--- config.mk ---
export PLATFORM = sky130hd
export DESIGN_NAME = smvm_stream_tx
export DESIGN_NICKNAME = d
export VERILOG_FILES = /design/src/rtl/smvm_pkg.sv /design/src/rtl/smvm_tx_fetch.sv /design/src/rtl/smvm_stream_tx.sv
export SDC_FILE = /design/constraint.sdc
export NUM_CORES = 1
export LEC_CHECK = 0
export CORE_MARGIN = 2
export CORE_UTILIZATION = 30
export CTS_BUF_LIST = sky130_fd_sc_hd__clkbuf_8
export CTS_CLUSTER_SIZE = 16
export DETAILED_ROUTE_END_ITERATION = 12
export GPL_ROUTABILITY_DRIVEN = 0
export PLACE_DENSITY_LB_ADDON = 0.2
export SLEW_MARGIN = 20
export SYNTH_ARGS = -nofsm -noshare
export SYNTH_HDL_FRONTEND = slang
export SYNTH_SLANG_ARGS = --single-unit
--- constraint.sdc ---
create_clock -name clk -period 2.2 [get_ports clk]
set_input_delay 0.22 -clock clk [delete_from_list [all_inputs] [get_ports clk]]
set_output_delay 0.22 -clock clk [all_outputs]
set_load 0.01 [all_outputs]
--- src/rtl/smvm_pkg.sv ---
`default_nettype none
// ============================================================================
//  Module      : smvm_pkg
//  Description : Shared state encoding, stream field widths and memory entry
//                bit positions for the SMVM stream transmitter.
//  Revision    : 1.0 - initial release
// ============================================================================
package smvm_pkg;

    // Transmitter phases; the state names the content on the stream lines
    // during that cycle.
    typedef enum logic [2:0] {
        S_IDLE = 3'd0,
        S_PREP = 3'd1,
        S_HDR  = 3'd2,
        S_VEC  = 3'd3,
        S_MAT  = 3'd4,
        S_TERM = 3'd5
    } smvm_state_e;

    // Consumer vector depth.
    localparam int SMVM_VEC_MAX = 128;

    // Stream field widths.
    localparam int VAL_W = 8;
    localparam int COL_W = 8;

    // Memory word layout: [16] row-start, [15:8] column, [7:0] value.
    localparam int ENTRY_W = 17;
    localparam int IPV_BIT = 16;
    localparam int COL_MSB = 15;
    localparam int COL_LSB = 8;
    localparam int VAL_MSB = 7;
    localparam int VAL_LSB = 0;

    // A job is unusable when either dimension is empty or the vector would
    // overflow the consumer's storage.
    function automatic logic cfg_bad(
        input logic [VAL_W-1:0] rows,
        input logic [COL_W-1:0] cols,
        input int               vec_max
    );
        return (rows == '0) || (cols == '0) || (int'(cols) > vec_max);
    endfunction

endpackage
`default_nettype wire

--- src/rtl/smvm_tx_fetch.sv ---
`default_nettype none
// ============================================================================
//  Module      : smvm_tx_fetch
//  Description : Read address generator for the SMVM transmitter. Issues one
//                read per cycle, vector words first then nonzero entries, and
//                carries the phase tag of each read alongside the returning
//                data through a 1-deep pipeline register.
//  Revision    : 1.0 - initial release
// ============================================================================
module smvm_tx_fetch
    import smvm_pkg::*;
#(
    parameter int                ADDR_W   = 16,
    parameter logic [ADDR_W-1:0] VEC_BASE = '0,
    parameter logic [ADDR_W-1:0] NZ_BASE  = ADDR_W'(16'h0100)
) (
    input  logic              clk,
    input  logic              rst_n,
    input  logic              i_launch,
    input  logic              i_flush,
    input  logic [COL_W-1:0]  i_cols,
    input  logic [15:0]       i_nnz,
    output logic              o_mem_rd,
    output logic [ADDR_W-1:0] o_mem_addr,
    output logic              o_pipe_valid,
    output logic              o_pipe_mat,
    output logic              o_pipe_last
);

    logic             r_active;
    logic             r_mat;
    logic [COL_W-1:0] r_vcnt;
    logic [15:0]      r_ncnt;

    logic             r_pipe_valid;
    logic             r_pipe_mat;
    logic             r_pipe_last;

    logic             w_vec_last;
    logic             w_mat_last;
    logic             w_last_read;

    assign w_vec_last  = (r_vcnt == i_cols - COL_W'(1));
    assign w_mat_last  = (r_ncnt == i_nnz - 16'd1);
    assign w_last_read = r_mat ? w_mat_last : (w_vec_last && (i_nnz == 16'd0));

    assign o_mem_rd   = r_active;
    assign o_mem_addr = r_mat ? (NZ_BASE  + ADDR_W'(r_ncnt))
                              : (VEC_BASE + ADDR_W'(r_vcnt));

    assign o_pipe_valid = r_pipe_valid;
    assign o_pipe_mat   = r_pipe_mat;
    assign o_pipe_last  = r_pipe_last;

    // Walk the vector then the nonzero list, one address per cycle.
    always_ff @(posedge clk or negedge rst_n) begin
        if (!rst_n) begin
            r_active <= 1'b0;
            r_mat    <= 1'b0;
            r_vcnt   <= '0;
            r_ncnt   <= '0;
        end else if (i_launch) begin
            r_active <= 1'b1;
            r_mat    <= 1'b0;
            r_vcnt   <= '0;
            r_ncnt   <= '0;
        end else if (i_flush) begin
            r_active <= 1'b0;
        end else if (r_active) begin
            if (!r_mat) begin
                r_vcnt <= r_vcnt + COL_W'(1);
                if (w_vec_last) begin
                    if (i_nnz == 16'd0) begin
                        r_active <= 1'b0;
                    end else begin
                        r_mat <= 1'b1;
                    end
                end
            end else begin
                r_ncnt <= r_ncnt + 16'd1;
                if (w_mat_last) begin
                    r_active <= 1'b0;
                end
            end
        end
    end

    // Tag travels with the read so it lines up with mem_rdata; a flush
    // drops the read that is already in flight.
    always_ff @(posedge clk or negedge rst_n) begin
        if (!rst_n) begin
            r_pipe_valid <= 1'b0;
            r_pipe_mat   <= 1'b0;
            r_pipe_last  <= 1'b0;
        end else begin
            r_pipe_valid <= r_active && !i_flush;
            r_pipe_mat   <= r_mat;
            r_pipe_last  <= w_last_read;
        end
    end

endmodule
`default_nettype wire

--- src/rtl/smvm_stream_tx.sv ---
`default_nettype none
// ============================================================================
//  Module      : smvm_stream_tx
//  Description : Transmitter end of the SMVM input stream. Emits a gapless
//                header / vector / nonzero / terminator sequence fetched from
//                a single-port read memory. Optional row-flag checking is
//                enabled with the macro SMVM_TX_ROWCHK_EN.
//  Revision    : 1.0 - initial release
// ============================================================================
module smvm_stream_tx
    import smvm_pkg::*;
#(
    parameter int                ADDR_W   = 16,
    parameter logic [ADDR_W-1:0] VEC_BASE = ADDR_W'(16'h0000),
    parameter logic [ADDR_W-1:0] NZ_BASE  = ADDR_W'(16'h0100),
    parameter int                VEC_MAX  = SMVM_VEC_MAX
) (
    input  logic               clk,
    input  logic               rst_n,
    input  logic               start,
    input  logic [VAL_W-1:0]   rows_in,
    input  logic [COL_W-1:0]   cols_in,
    input  logic [15:0]        nnz_in,
    output logic               mem_rd,
    output logic [ADDR_W-1:0]  mem_addr,
    input  logic [ENTRY_W-1:0] mem_rdata,
    output logic [VAL_W-1:0]   val_out,
    output logic [COL_W-1:0]   col_out,
    output logic               ipv_out,
    output logic               busy,
    output logic               done,
`ifdef SMVM_TX_ROWCHK_EN
    output logic               err_rows,
`endif
    output logic               err_cfg,
    output logic               err_zero
);

    smvm_state_e      r_state;
    smvm_state_e      w_state_nxt;

    logic [VAL_W-1:0] r_rows;
    logic [COL_W-1:0] r_cols;
    logic [15:0]      r_nnz;

    logic [VAL_W-1:0] r_val;
    logic [VAL_W-1:0] w_val_nxt;
    logic [COL_W-1:0] r_col;
    logic [COL_W-1:0] w_col_nxt;
    logic             r_ipv;
    logic             w_ipv_nxt;
    logic             r_done;
    logic             w_done_nxt;
    logic             r_last;
    logic             w_last_nxt;

    logic             r_err_cfg;
    logic             r_err_zero;

    logic             w_take;
    logic             w_bad;
    logic             w_accept;
    logic             w_flush;

    logic             w_pipe_valid;
    logic             w_pipe_mat;
    logic             w_pipe_last;

    assign w_take   = (r_state == S_IDLE) && start;
    assign w_bad    = cfg_bad(rows_in, cols_in, VEC_MAX);
    assign w_accept = w_take && !w_bad;

    assign val_out  = r_val;
    assign col_out  = r_col;
    assign ipv_out  = r_ipv;
    assign done     = r_done;
    assign busy     = (r_state != S_IDLE);
    assign err_cfg  = r_err_cfg;
    assign err_zero = r_err_zero;

    smvm_tx_fetch #(
        .ADDR_W   (ADDR_W),
        .VEC_BASE (VEC_BASE),
        .NZ_BASE  (NZ_BASE)
    ) u_fetch (
        .clk          (clk),
        .rst_n        (rst_n),
        .i_launch     (w_accept),
        .i_flush      (w_flush),
        .i_cols       (r_cols),
        .i_nnz        (r_nnz),
        .o_mem_rd     (mem_rd),
        .o_mem_addr   (mem_addr),
        .o_pipe_valid (w_pipe_valid),
        .o_pipe_mat   (w_pipe_mat),
        .o_pipe_last  (w_pipe_last)
    );

    // State register.
    always_ff @(posedge clk or negedge rst_n) begin
        if (!rst_n) begin
            r_state <= S_IDLE;
        end else begin
            r_state <= w_state_nxt;
        end
    end

    // Next state and next stream word; the data arriving from memory this
    // cycle becomes next cycle's stream word.
    always_comb begin
        w_state_nxt = r_state;
        w_val_nxt   = '0;
        w_col_nxt   = '0;
        w_ipv_nxt   = 1'b0;
        w_done_nxt  = 1'b0;
        w_last_nxt  = 1'b0;
        w_flush     = 1'b0;
        case (r_state)
            S_IDLE: begin
                if (w_take) begin
                    if (w_bad) begin
                        w_done_nxt = 1'b1;
                    end else begin
                        w_state_nxt = S_PREP;
                    end
                end
            end
            S_PREP: begin
                w_state_nxt = S_HDR;
                w_val_nxt   = r_rows;
                w_col_nxt   = r_cols;
            end
            S_HDR, S_VEC, S_MAT: begin
                if (r_last || !w_pipe_valid) begin
                    w_state_nxt = S_TERM;
                    w_done_nxt  = 1'b1;
                end else if (w_pipe_mat) begin
                    if (mem_rdata[VAL_MSB:VAL_LSB] == '0) begin
                        // A zero value would end the consumer early: emit
                        // the terminator in its place and stop fetching.
                        w_state_nxt = S_TERM;
                        w_done_nxt  = 1'b1;
                        w_flush     = 1'b1;
                    end else begin
                        w_state_nxt = S_MAT;
                        w_val_nxt   = mem_rdata[VAL_MSB:VAL_LSB];
                        w_col_nxt   = mem_rdata[COL_MSB:COL_LSB];
                        w_ipv_nxt   = mem_rdata[IPV_BIT];
                        w_last_nxt  = w_pipe_last;
                    end
                end else begin
                    w_state_nxt = S_VEC;
                    w_val_nxt   = mem_rdata[VAL_MSB:VAL_LSB];
                    w_last_nxt  = w_pipe_last;
                end
            end
            S_TERM: begin
                w_state_nxt = S_IDLE;
            end
            default: begin
                w_state_nxt = S_IDLE;
            end
        endcase
    end

    // Registered stream outputs.
    always_ff @(posedge clk or negedge rst_n) begin
        if (!rst_n) begin
            r_val  <= '0;
            r_col  <= '0;
            r_ipv  <= 1'b0;
            r_done <= 1'b0;
            r_last <= 1'b0;
        end else begin
            r_val  <= w_val_nxt;
            r_col  <= w_col_nxt;
            r_ipv  <= w_ipv_nxt;
            r_done <= w_done_nxt;
            r_last <= w_last_nxt;
        end
    end

    // Capture job dimensions whenever a start is seen in IDLE.
    always_ff @(posedge clk or negedge rst_n) begin
        if (!rst_n) begin
            r_rows <= '0;
            r_cols <= '0;
            r_nnz  <= '0;
        end else if (w_take) begin
            r_rows <= rows_in;
            r_cols <= cols_in;
            r_nnz  <= nnz_in;
        end
    end

    // Sticky error flags; any start in IDLE clears them first.
    always_ff @(posedge clk or negedge rst_n) begin
        if (!rst_n) begin
            r_err_cfg  <= 1'b0;
            r_err_zero <= 1'b0;
        end else if (w_take) begin
            r_err_cfg  <= w_bad;
            r_err_zero <= 1'b0;
        end else if (w_flush) begin
            r_err_zero <= 1'b1;
        end
    end

`ifdef SMVM_TX_ROWCHK_EN
    logic [15:0] r_ipv_cnt;
    logic        r_seen_first;
    logic        r_first_ok;
    logic        r_err_rows;

    assign err_rows = r_err_rows;

    // Count row-start flags in the nonzero phase and judge them at the
    // terminator of a job that ran to completion.
    always_ff @(posedge clk or negedge rst_n) begin
        if (!rst_n) begin
            r_ipv_cnt    <= '0;
            r_seen_first <= 1'b0;
            r_first_ok   <= 1'b0;
            r_err_rows   <= 1'b0;
        end else if (w_accept) begin
            r_ipv_cnt    <= '0;
            r_seen_first <= 1'b0;
            r_first_ok   <= 1'b0;
            r_err_rows   <= 1'b0;
        end else if (w_state_nxt == S_MAT) begin
            r_ipv_cnt <= r_ipv_cnt + 16'(w_ipv_nxt);
            if (!r_seen_first) begin
                r_seen_first <= 1'b1;
                r_first_ok   <= w_ipv_nxt;
            end
        end else if ((w_state_nxt == S_TERM) && !w_flush) begin
            if ((r_ipv_cnt != {8'd0, r_rows}) || !r_first_ok) begin
                r_err_rows <= 1'b1;
            end
        end
    end
`endif

endmodule
`default_nettype wire
==> results.cfg <==
[clock_tree]
clkLatencyLatePin_ns = 0.38
cts_buffer_depth = 2
cts_sinks = 85
clkTransAtPathRegs_ns = 0.10
htree_levels = 3
cts_tree = done
cts-root-buf = clkbuf_8
numCtsBuffers = 9

[synth]
synth-async-reset-ratio_pct = 100
syn-cell-area_um2 = 4460
avgSynthCellArea_um2 = 10.3
synth_fp_nets = 488
ys_types = 48
synth-edff-count = 0
ys.flop_type = dfrtp_1
synth-seq-cells = 85
synth_warnings = 0
synthCells = 431
yosysSeqAreaShare_pct = 47.7

[grt]
grt_overflow = 0
grt_pass1_vias = 3784
grt_pass1_wl_mm = 19.2
grtUsageTotal_pct = 15.2
grt_max_degree = 49
grt_antenna_before_repair = 0

[setup_path]
worst_ep_arrival_time_ns = 2.41
reg2reg_to = u_fetch.o_mem_rd
required_ns = 2.46
rrSetupSlack_ns = 0.06
setup.worst_path.start = r_cols[0]
rr_startpoint = r_cols[0]
ff2ff_path_depth = 7
start_kind = register
critPathKind = register to register
crit_path_end_kind = register
critical_path.max_fanout = 2

[sta]
tns_ns = 0
worstMarginPinSlew_ns = 0.667
finalCriticalPeriod_ns = 2.14
finalCritPeriodShare_pct = 97.3
drv_slew = 0
rsz0062_at_grt = yes
fmax_mhz = 467
hold_violations = 0
slew-limit-headroom_pct = 55.3
setup_violations = 0
fin_worst_skew_ns = 0.0120
timing.final.ws_setup_ns = 0.0589

[floorplan]
fp.dieArea_um2 = 15900
die_w_um = 126
rows = 44
io_pins = 90
dieHeight_um = 126
floorplan.initialDensity_pct = 30.7
core_area_um2 = 14500

[place]
port_buffers = 89
dp.final_hpwl_mm = 8.51
dp.cells = 729
pre_cts_slack_ns = -0.182

[detailed_routing]
totalWireLength_mm = 11.3
dr.pass1.iters = 4
drc = 0
vias_per_cell = 4.79
drtAntennaViolNets = 0
vias = 3585
wl_per_cell_um = 15.1
drt_iter0_drc = 133

[cells_and_area]
most-common-layout-cells = 84 x clkdlybuf4s50_1, 82 x dfrtp_1, 47 x buf_4
layout_commonest_cell = clkdlybuf4s50_1
instances_no_fill = 749
n_antenna_cell = 0
area_growth_pct = 38.8
finalNetCount = 617
final_util_pct = 42.6
drive_gt1_share_pct = 20.2

[job]
maxCapViolCount = 0

[hold_path]
worst_hold_path_type = input port to async pin

[power_and_ir_drop]
leakagePower_uw = 0.00265
power.density_nw_per_um2 = 1130
power.total_uw = 6960
vdd_ir_drop_max_mv = 0.466

[status]
outcome = complete, no violations
==> cell type report <==
class / count / area [um^2]
clock buffers: 9 / 124
inverters: 11 / 41.3
repair buffers: 141 / 1330
multi-input cells: 312 / 2280
well taps: 184 / 230
flip-flops and latches: 85 / 2130
clock inverters: 7 / 50.0
fillers: 1471 / 8350
==> timing repair <==
| item | in CTS | in global routing |
|---|---|---|
| gates resized for setup | 14 | 9 |
| endpoints found under the hold margin | 46 | 0 |
| setup buffers | 3 | 0 |
| setup endpoints to repair | 8 | 11 |
| hold buffers | 1 | 0 |
| pin swaps | 3 | 9 |
==> Yosys cell counts (2+ instances only) <==
cell	number	area, um^2
or2_1	3	18.8
a211oi_1	3	22.5
ha_1	5	62.6
a22o_1	16	140
xnor2_1	27	236
nand2_1	27	101
nand4_1	8	50.1
dfrtp_1	85	2130
a21oi_1	9	45.0
o21bai_1	2	15.0
o21ai_1	4	20.0
mux2_2	25	282
inv_1	10	37.5
nor4_1	8	50.1
nor4_2	2	25.0
o21ai_0	9	45.0
nor3_1	12	60.1
buf_1	3	11.3
nor2b_1	5	31.3
and2_1	10	62.6
buf_2	2	10.0
nor2_1	44	165
a31oi_1	2	12.5
and4_1	2	17.5
o31ai_1	2	15.0
nand2b_1	3	18.8
or3_1	5	31.3
mux2i_1	6	60.1
and3_1	2	12.5
xor2_1	31	272
nor3b_1	2	15.0
mux2_1	9	101
or4_1	2	15.0
nand3_1	16	80.1
clkbuf_1	17	63.8
==> stage by stage <==
| stage | area (um^2) | hold slack [ns] |
|---|---|---|
| CTS | 6160 | 0.389 |
| floorplan | 4460 | -0.0756 |
| finish | 6190 | 0.401 |
| global route | 6190 | 0.402 |
| detailed placement | 5900 | 0.283 |
| global placement | 5900 | 0.278 |
==> critical path, cell delays in order, from the launching register on <==
cell and delay (ns):
dfrtp_1 0.38, or4_4 0.54, or3_1 0.32, a31oi_1 0.17, a21oi_1 0.12, nor4_2 0.28
buf_4 0.16, o31ai_2 0.05
==> sequential cells by signal, indices dropped and copies added, names as in the netlist <==
| signal | count |
|---|---|
| val_out | 8 |
| ipv_out | 1 |
| col_out | 8 |
| u_fetch.r_vcnt | 8 |
| done | 1 |
| r_cols | 8 |
| err_cfg | 1 |
| u_fetch.o_mem_rd | 1 |
| u_fetch.o_pipe_mat | 1 |
| r_rows | 8 |
| u_fetch.r_ncnt | 16 |
| u_fetch.r_mat | 1 |
| r_state | 3 |
| err_zero | 1 |
| r_last | 1 |
| u_fetch.o_pipe_last | 1 |
| r_nnz | 16 |
| u_fetch.o_pipe_valid | 1 |
==> logic make-up after synthesis <==
logic type / count (synthesis) / share of synthesized area, %
AOI/OAI and AO/OA: 52 / 7.94
xor gates and xnor gates: 58 / 11.4
adders and majority gates: 5 / 1.40
buffers and inverters: 34 / 3.09
DFF: 85 / 47.7
muxes: 40 / 9.94
and+or+nand+nor: 157 / 18.5
==> worst max path at each step <==
stage                              end  cells past startpoint  slack, ns
finish                u_fetch.o_mem_rd                      7       0.06
global route          u_fetch.o_mem_rd                      7      -0.05
floorplan             u_fetch.o_mem_rd                      8       0.07
CTS                       mem_addr[10]                      5      0.001
global placement    u_fetch.r_ncnt[11]                      8      -0.13
detailed placement  u_fetch.r_ncnt[11]                      8      -0.18
==> report_power, final <==
part / internal, uW / leakage (uW) / switching [uW]
registers: 2130 / 0.00107 / 490
logic: 1830 / 0.00149 / 1490
clock network: 414 / 0.0000874 / 612
==> layer usage <==
metal,global-route usage [%],share of wire [%],vias to the layer above
li1,-,-,1758
met1,19.0,45,1720
met2,25.3,49,89
met3,4.04,4.6,18
met4,5.30,1.6,0
met5,0,0,-
Note: power is estimated with default switching activity, not from simulation.
==> edit 1 (same flow settings) <==
The 6 states of `smvm_state_e` get a one-hot encoding in 6 bits.
--- a/src/rtl/smvm_pkg.sv
+++ b/src/rtl/smvm_pkg.sv
@@ -11,9 +11,9 @@
     // during that cycle.
-    typedef enum logic [2:0] {
-        S_IDLE = 3'd0,
-        S_PREP = 3'd1,
-        S_HDR  = 3'd2,
-        S_VEC  = 3'd3,
-        S_MAT  = 3'd4,
-        S_TERM = 3'd5
+    typedef enum logic [5:0] {
+        S_IDLE = 6'b000001,
+        S_PREP = 6'b000010,
+        S_HDR  = 6'b000100,
+        S_VEC  = 6'b001000,
+        S_MAT  = 6'b010000,
+        S_TERM = 6'b100000
     } smvm_state_e;
Function: no difference found for any inputs over 4 cycles, from zero or initial values and one cycle with rst_n low; so few cycles prove little.
==> edit 1 against the original RTL <==
- the run now ends with setup timing left
- sequential share of layout area down 1.0 points
- sequential cell count rose by 3
- setup slack lost 0.39 ns
- count of clock-buffer cells in the layout did not move
- hold slack got worse by 0.033 ns
- cell area increased by 6.8%
- area after synthesis grew 4.8%
- non-clock buffer count increased by 34
- cell count increased by 6.7%
- routed wire length grew 4.8%
- fmax down 16%
Power is not compared: it rests on default switching activity, and its combinational part moved more than twofold at a synthesized area within 25%.
==> edit 1: results (changes against the original RTL) <==
Logic synthesis
  • Synth warn: 0 (unchanged)
  • Synth top cells by count: dfrtp_1 (87), mux2_2 (38), nor2_1 (37), xor2_1 (29), xnor2_1 (27) (was dfrtp_1 (85), nor2_1 (44), xor2_1 (31), nand2_1 (27), xnor2_1 (27))
  • Top cells by area, synth: dfrtp_1 (47%), mux2_2 (9.2%), xor2_1 (5.4%), xnor2_1 (5.1%), a22o_1 (3.0%) (was dfrtp_1 (48%), mux2_2 (6.3%), xor2_1 (6.1%), xnor2_1 (5.3%), nor2_1 (3.7%))
  • Sequential area share after synthesis: 47.15% (was 47.71%)
  • Async S/R FF share, synth: 100.0% (unchanged)
  • Library cells used by synthesis: 55 (was 48)
  • Syn_nets: 502 (was 488)
  • Most used DFF post-synth: dfrtp_1 (unchanged)

Timing
  • Setup_tns: -0.6349 ns (was 0 ns)
  • Max-slew headroom: 63.07% (was 55.33%)
  • Final Skew: 0.01421 ns (was 0.01199 ns)
  • Setup WS post-layout: -0.3348 ns (was 0.05894 ns)
  • Final setup vio count: 2 (was 0)

GRT
  • Grt met2 use: 25.24% (was 25.30%)
  • Overflow left after global routing: 0 (unchanged)
  • Tot GR Track Use: 14.97% (was 15.17%)
  • Met1 global-route usage: 19.35% (was 19.03%)
  • Grt met3 use: 2.952% (was 4.036%)
  • First-pass GRT wire length: 19450 um (was 19230 um)
  • Largest net degree at the start of global routing: 44 (was 49)

Drt
  • TritonRoute pass-1 iters: 4 (unchanged)
  • Via count: 3835 (was 3585)
  • DR WL met3: 572 um (was 526 um)
  • Wl on met1: 5536 um (was 5094 um)
  • Routed wl met2: 5626 um (was 5540 um)
  • Routed WL: 11890 um (was 11350 um)
  • Drt initial violations: 136 (was 133)

Placed design
  • Port-buffer cells: 89 (unchanged)
  • Hpwl dp: 9170 um (was 8512 um)

Clock tree
  • Post-CTS Setup Inserts: 3 (unchanged)
  • Clock buffer count from CTS: 9 (unchanged)
  • CTS max path bufs: 2 (unchanged)
  • Post-CTS Resized: 11 (was 14)
  • Root buffer cell: clkbuf_8 (unchanged)
  • H-Tree Depth: 3 (unchanged)
  • Clock Latency Late Sink: 0.38 ns (about the same)
  • Hold buffer count at CTS: 1 (unchanged)
  • Clock Pin Slew Worst Setup and Hold Paths: 0.11 ns

Layout
  • Largest registers: r_nnz x16, u_fetch.r_ncnt x16 (unchanged)
  • Final #Nets: 664 (was 617)
  • Share of cells above drive strength 1: 26.68% (was 20.18%)
  • Fillers: 1477 (was 1471)
  • Ant. Diodes: 0 (unchanged)

Worst setup path
  • Max incr delay on CP: 0.53 ns
  • Crit path max-delay cell type: or4_4 (unchanged)
  • Crit-path max FO: 4 (was 2)
  • CP arrival: 2.80 ns (was 2.41 ns)

Worst hold path
  • Min-delay worst type: input pin to async pin (unchanged)

Pwr
  • Leakage Power: 2.914 nW
  • Psw: 1.546 mW
  • Comb power: 1.60 mW

Status
  • Outcome: finished, violations left (was finished, final reports clean)
  • Violated checks: setup timing
## edit 1: cell count changes after synthesis, sizes merged, moves of 3 or more
cell    delta
and3       +9
mux2       +4
mux2i      -4
nand3b     +3
nor2       -7
o211ai     +4
## edit 1: final cells by class
| cell class | count | share of cell area, % |
|---|---|---|
| timing repair buffer | 175 | 23.23 |
| inverter | 10 | 0.6246 |
| sequential | 88 | 33.39 |
| tap | 188 | 3.559 |
| multi-input combinational | 322 | 35.45 |
| clock buffer | 9 | 1.874 |
| clock inverter | 7 | 1.874 |
## edit 1: through the flow
step | total power [mW] | instance area [um2] | hold slack, ns | setup WS, ns | cells
finish | 5.048 | 6610 | 0.3674 | -0.3348 | 799
global route | 5.370 | 6610 | 0.4142 | -0.4314 | 799
CTS | 5.094 | 6538 | 0.3775 | -0.3302 | 793
detailed placement | 3.652 | 6240 | 0.2551 | -0.4920 | 773
global placement | 3.614 | 6240 | 0.2486 | -0.4605 | 773
floorplan | 2.918 | 4691 | -0.07559 | -0.4253 | 444
## edit 1: final timing paths
path | cells after the start | startpoint | to
setup / recovery | 7 | r_nnz[1] | u_fetch.o_mem_rd
hold / removal | 2 | rst_n | r_cols[5]
setup reg to reg | 7 | r_nnz[1] | u_fetch.o_mem_rd
hold reg to reg | 1 | u_fetch.o_pipe_mat | r_state[3]
max in group asynchronous | 3 | rst_n | r_state[0]
min in group clk | 2 | mem_rdata[16] | ipv_out
## edit 1: logic make-up after synthesis
family          count (synthesis)  synth area share, %
buf+inv                        34                3.882
mux                            40                9.585
simple gates                  161                18.39
fa+ha+maj                       6                1.606
xor+xnor                       56                10.50
compound gates                 59                8.889
flops                          88                47.15
==> edit 2 (same flow settings) <==
Without the edit above. `ADDR_W` is set to 16 in 2 places; all go to 17.
--- a/src/rtl/smvm_tx_fetch.sv
+++ b/src/rtl/smvm_tx_fetch.sv
@@ -12,3 +12,3 @@
 #(
-    parameter int                ADDR_W   = 16,
+    parameter int                ADDR_W   = 17,
     parameter logic [ADDR_W-1:0] VEC_BASE = '0,
--- a/src/rtl/smvm_stream_tx.sv
+++ b/src/rtl/smvm_stream_tx.sv
@@ -12,3 +12,3 @@
 #(
-    parameter int                ADDR_W   = 16,
+    parameter int                ADDR_W   = 17,
     parameter logic [ADDR_W-1:0] VEC_BASE = ADDR_W'(16'h0000),
Ports: changed (resized mem_addr); port bits go from 90 to 91. No check against the original RTL was run, so the function may have changed too.
==> edit 2 against the original RTL <==
- the run now ends with setup timing left
- cell area is 1.4% higher
- first-iteration DRC count is 1.5% lower
- fmax is 9.2% lower
- area after synthesis is 0.87% lower
- setup slack worse by 0.22 ns
- sequential cell count stayed put
- critical path depth is 1 higher
- cell count is 0.93% higher
- sequential power hardly changed
- routed wire length is 3.4% higher
- sequential share of layout area is 0.52 points lower
- total power is 6.6% higher
- clock skew is 0.00085 ns higher
- largest cell class unchanged
- largest power group unchanged
- highest routed layer unchanged
==> edit 2: results (changes against the original RTL) <==
Status
  • Outcome: finished, violations left (was finished, final reports clean)
  • Violated checks: setup timing

Worst setup path
  • Crit path max-delay cell type: or4_4 (unchanged)
  • Max incr delay on CP: 0.53 ns
  • Worst Setup SP: r_nnz[0] (was r_cols[0])
  • Crit-path max FO: 5 (was 2)
  • CP top delay family: simple AND/OR/NAND/NOR gates (unchanged)
  • CP arrival: 2.59 ns (was 2.41 ns)
  • Depth of the worst register-to-register path: 8 (was 7)

GRT
  • First-pass GRT wire length: 19330 um (was 19230 um)
  • Tot GR Track Use: 15.29% (was 15.17%)
  • Vias in the first global route: 3861 (was 3784)
  • Largest net degree at the start of global routing: 53 (was 49)
  • Initial antenna violation count: 0 (unchanged)

Timing
  • Final Skew: 0.01284 ns (was 0.01199 ns)
  • Setup WS post-layout: -0.1581 ns (was 0.05894 ns)
  • Fin. Hold Viols: 0 (unchanged)
  • Setup_tns: -0.3017 ns (was 0 ns)
  • Worst Tran Pin Value: 0.5965 ns (was 0.6672 ns)
  • Final Max Tran Viols: 0 (unchanged)
  • Final setup vio count: 2 (was 0)

Layout
  • Layout Cells excl Fill: 756 (was 749)
  • Final #Nets: 624 (was 617)
  • Largest registers: r_nnz x16, u_fetch.r_ncnt x16 (unchanged)
  • Share of cells above drive strength 1: 22.73% (was 20.18%)
  • Ant. Diodes: 0 (unchanged)

Placed design
  • Cell Area, Placed: 5896 um2 (was 5903 um2)
  • Post-Place Cells: 734 (was 729)
  • Port-buffer cells: 90 (was 89)
  • Hpwl dp: 8699 um (was 8512 um)
  • Place WS: -0.3268 ns (was -0.1818 ns)

Drt
  • TritonRoute pass-1 iters: 4 (unchanged)
  • DR DRC count: 0 (unchanged)
  • Via count: 3729 (was 3585)
  • Drt initial violations: 131 (was 133)
  • Routed WL: 11730 um (was 11350 um)

Pwr
  • Worst vdd ir: 0.0003637 V (was 0.0004662 V)
  • Switching Fraction: 36.88% (was 37.23%)
  • Leakage Power: 2.664 nW (was 2.647 nW)

Clock tree
  • H-Tree Depth: 3 (unchanged)
  • Clock buffer count from CTS: 9 (unchanged)
  • Root buffer cell: clkbuf_8 (unchanged)
  • Clock Latency Late Sink: 0.36 ns (was 0.38 ns)

Worst hold path
  • Min-delay worst type: input pin to async pin (unchanged)

Logic synthesis
  • Async S/R FF share, synth: 100.0% (unchanged)
  • Top cells by area, synth: dfrtp_1 (48%), mux2_2 (8.7%), xor2_1 (5.5%), xnor2_1 (5.4%), nor2_1 (4.8%) (was dfrtp_1 (48%), mux2_2 (6.3%), xor2_1 (6.1%), xnor2_1 (5.3%), nor2_1 (3.7%))
  • Synth warn: 0 (unchanged)
  • Cell count after synthesis: 429 (was 431)
  • Syn_nets: 486 (was 488)
  • Synth top cells by count: dfrtp_1 (85), nor2_1 (57), mux2_2 (34), nand2_1 (29), xor2_1 (28) (was dfrtp_1 (85), nor2_1 (44), xor2_1 (31), nand2_1 (27), xnor2_1 (27))
  • Sequential area share after synthesis: 48.13% (was 47.71%)
  • Library cells used by synthesis: 52 (was 48)
==> edit 2: layout make-up <==
cell class / count / area (um2)
Fill cell: 1398 / 8208
Sequential cell: 85 / 2127
Clock buffer: 9 / 123.9
Clock inverter: 7 / 66.31
Tap cell: 184 / 230.2
Multi-Input combinational cell: 314 / 2342
Inverter: 12 / 45.04
Timing Repair Buffer: 145 / 1336
==> edit 2: cells by family (layout without fill, tap and decap cells) <==
logic type,count (synthesis),count (layout),synth area share (%)
multiplexers,36,36,9.117
adder cells (fa/ha/maj),5,5,1.416
XOR/XNOR,55,55,10.90
flip-flops,85,85,48.13
AND/OR/NAND/NOR,160,160,18.04
AO/OA/AOI/OAI,58,58,9.683
buffers and inverters,30,173,2.718
==> edit 2: worst paths after layout <==
check | end | slack [ns]
max in group asynchronous | r_nnz[10] | 1.23
setup / recovery | u_fetch.o_pipe_last | -0.16
setup reg to reg | u_fetch.o_pipe_last | -0.16
min in group clk | ipv_out | 0.43
hold reg to reg | r_last | 0.48
hold / removal | col_out[2] | 0.35
==> edit 2: what timing repair did <==
item / CTS / global route
pin swaps: 5 / 5
setup buffers: 4 / 1
hold endpoints to repair: 33 / 0
resized for setup: 16 / 13
endpoints found under the setup margin: 8 / 7
hold buffers: 1 / 0
==> edit 2: power by group through the flow <==
| stage | logic [mW] | registers, mW | clock network [mW] |
|---|---|---|---|
| after floorplan | 1.92 | 2.67 | 0 |
| after global placement | 3.43 | 2.63 | 0 |
| after detailed placement | 3.47 | 2.65 | 0 |
| after CTS | 3.56 | 2.63 | 1.14 |
| after global routing | 4.05 | 2.73 | 1.20 |
| final | 3.70 | 2.63 | 1.09 |
==> edit 2: metal layers <==
layer  GRT usage, %  share of wire, %
met5              0                 0
met4          6.078               2.2
met3          3.252               5.3
met2          25.74                48
met1          19.21                44
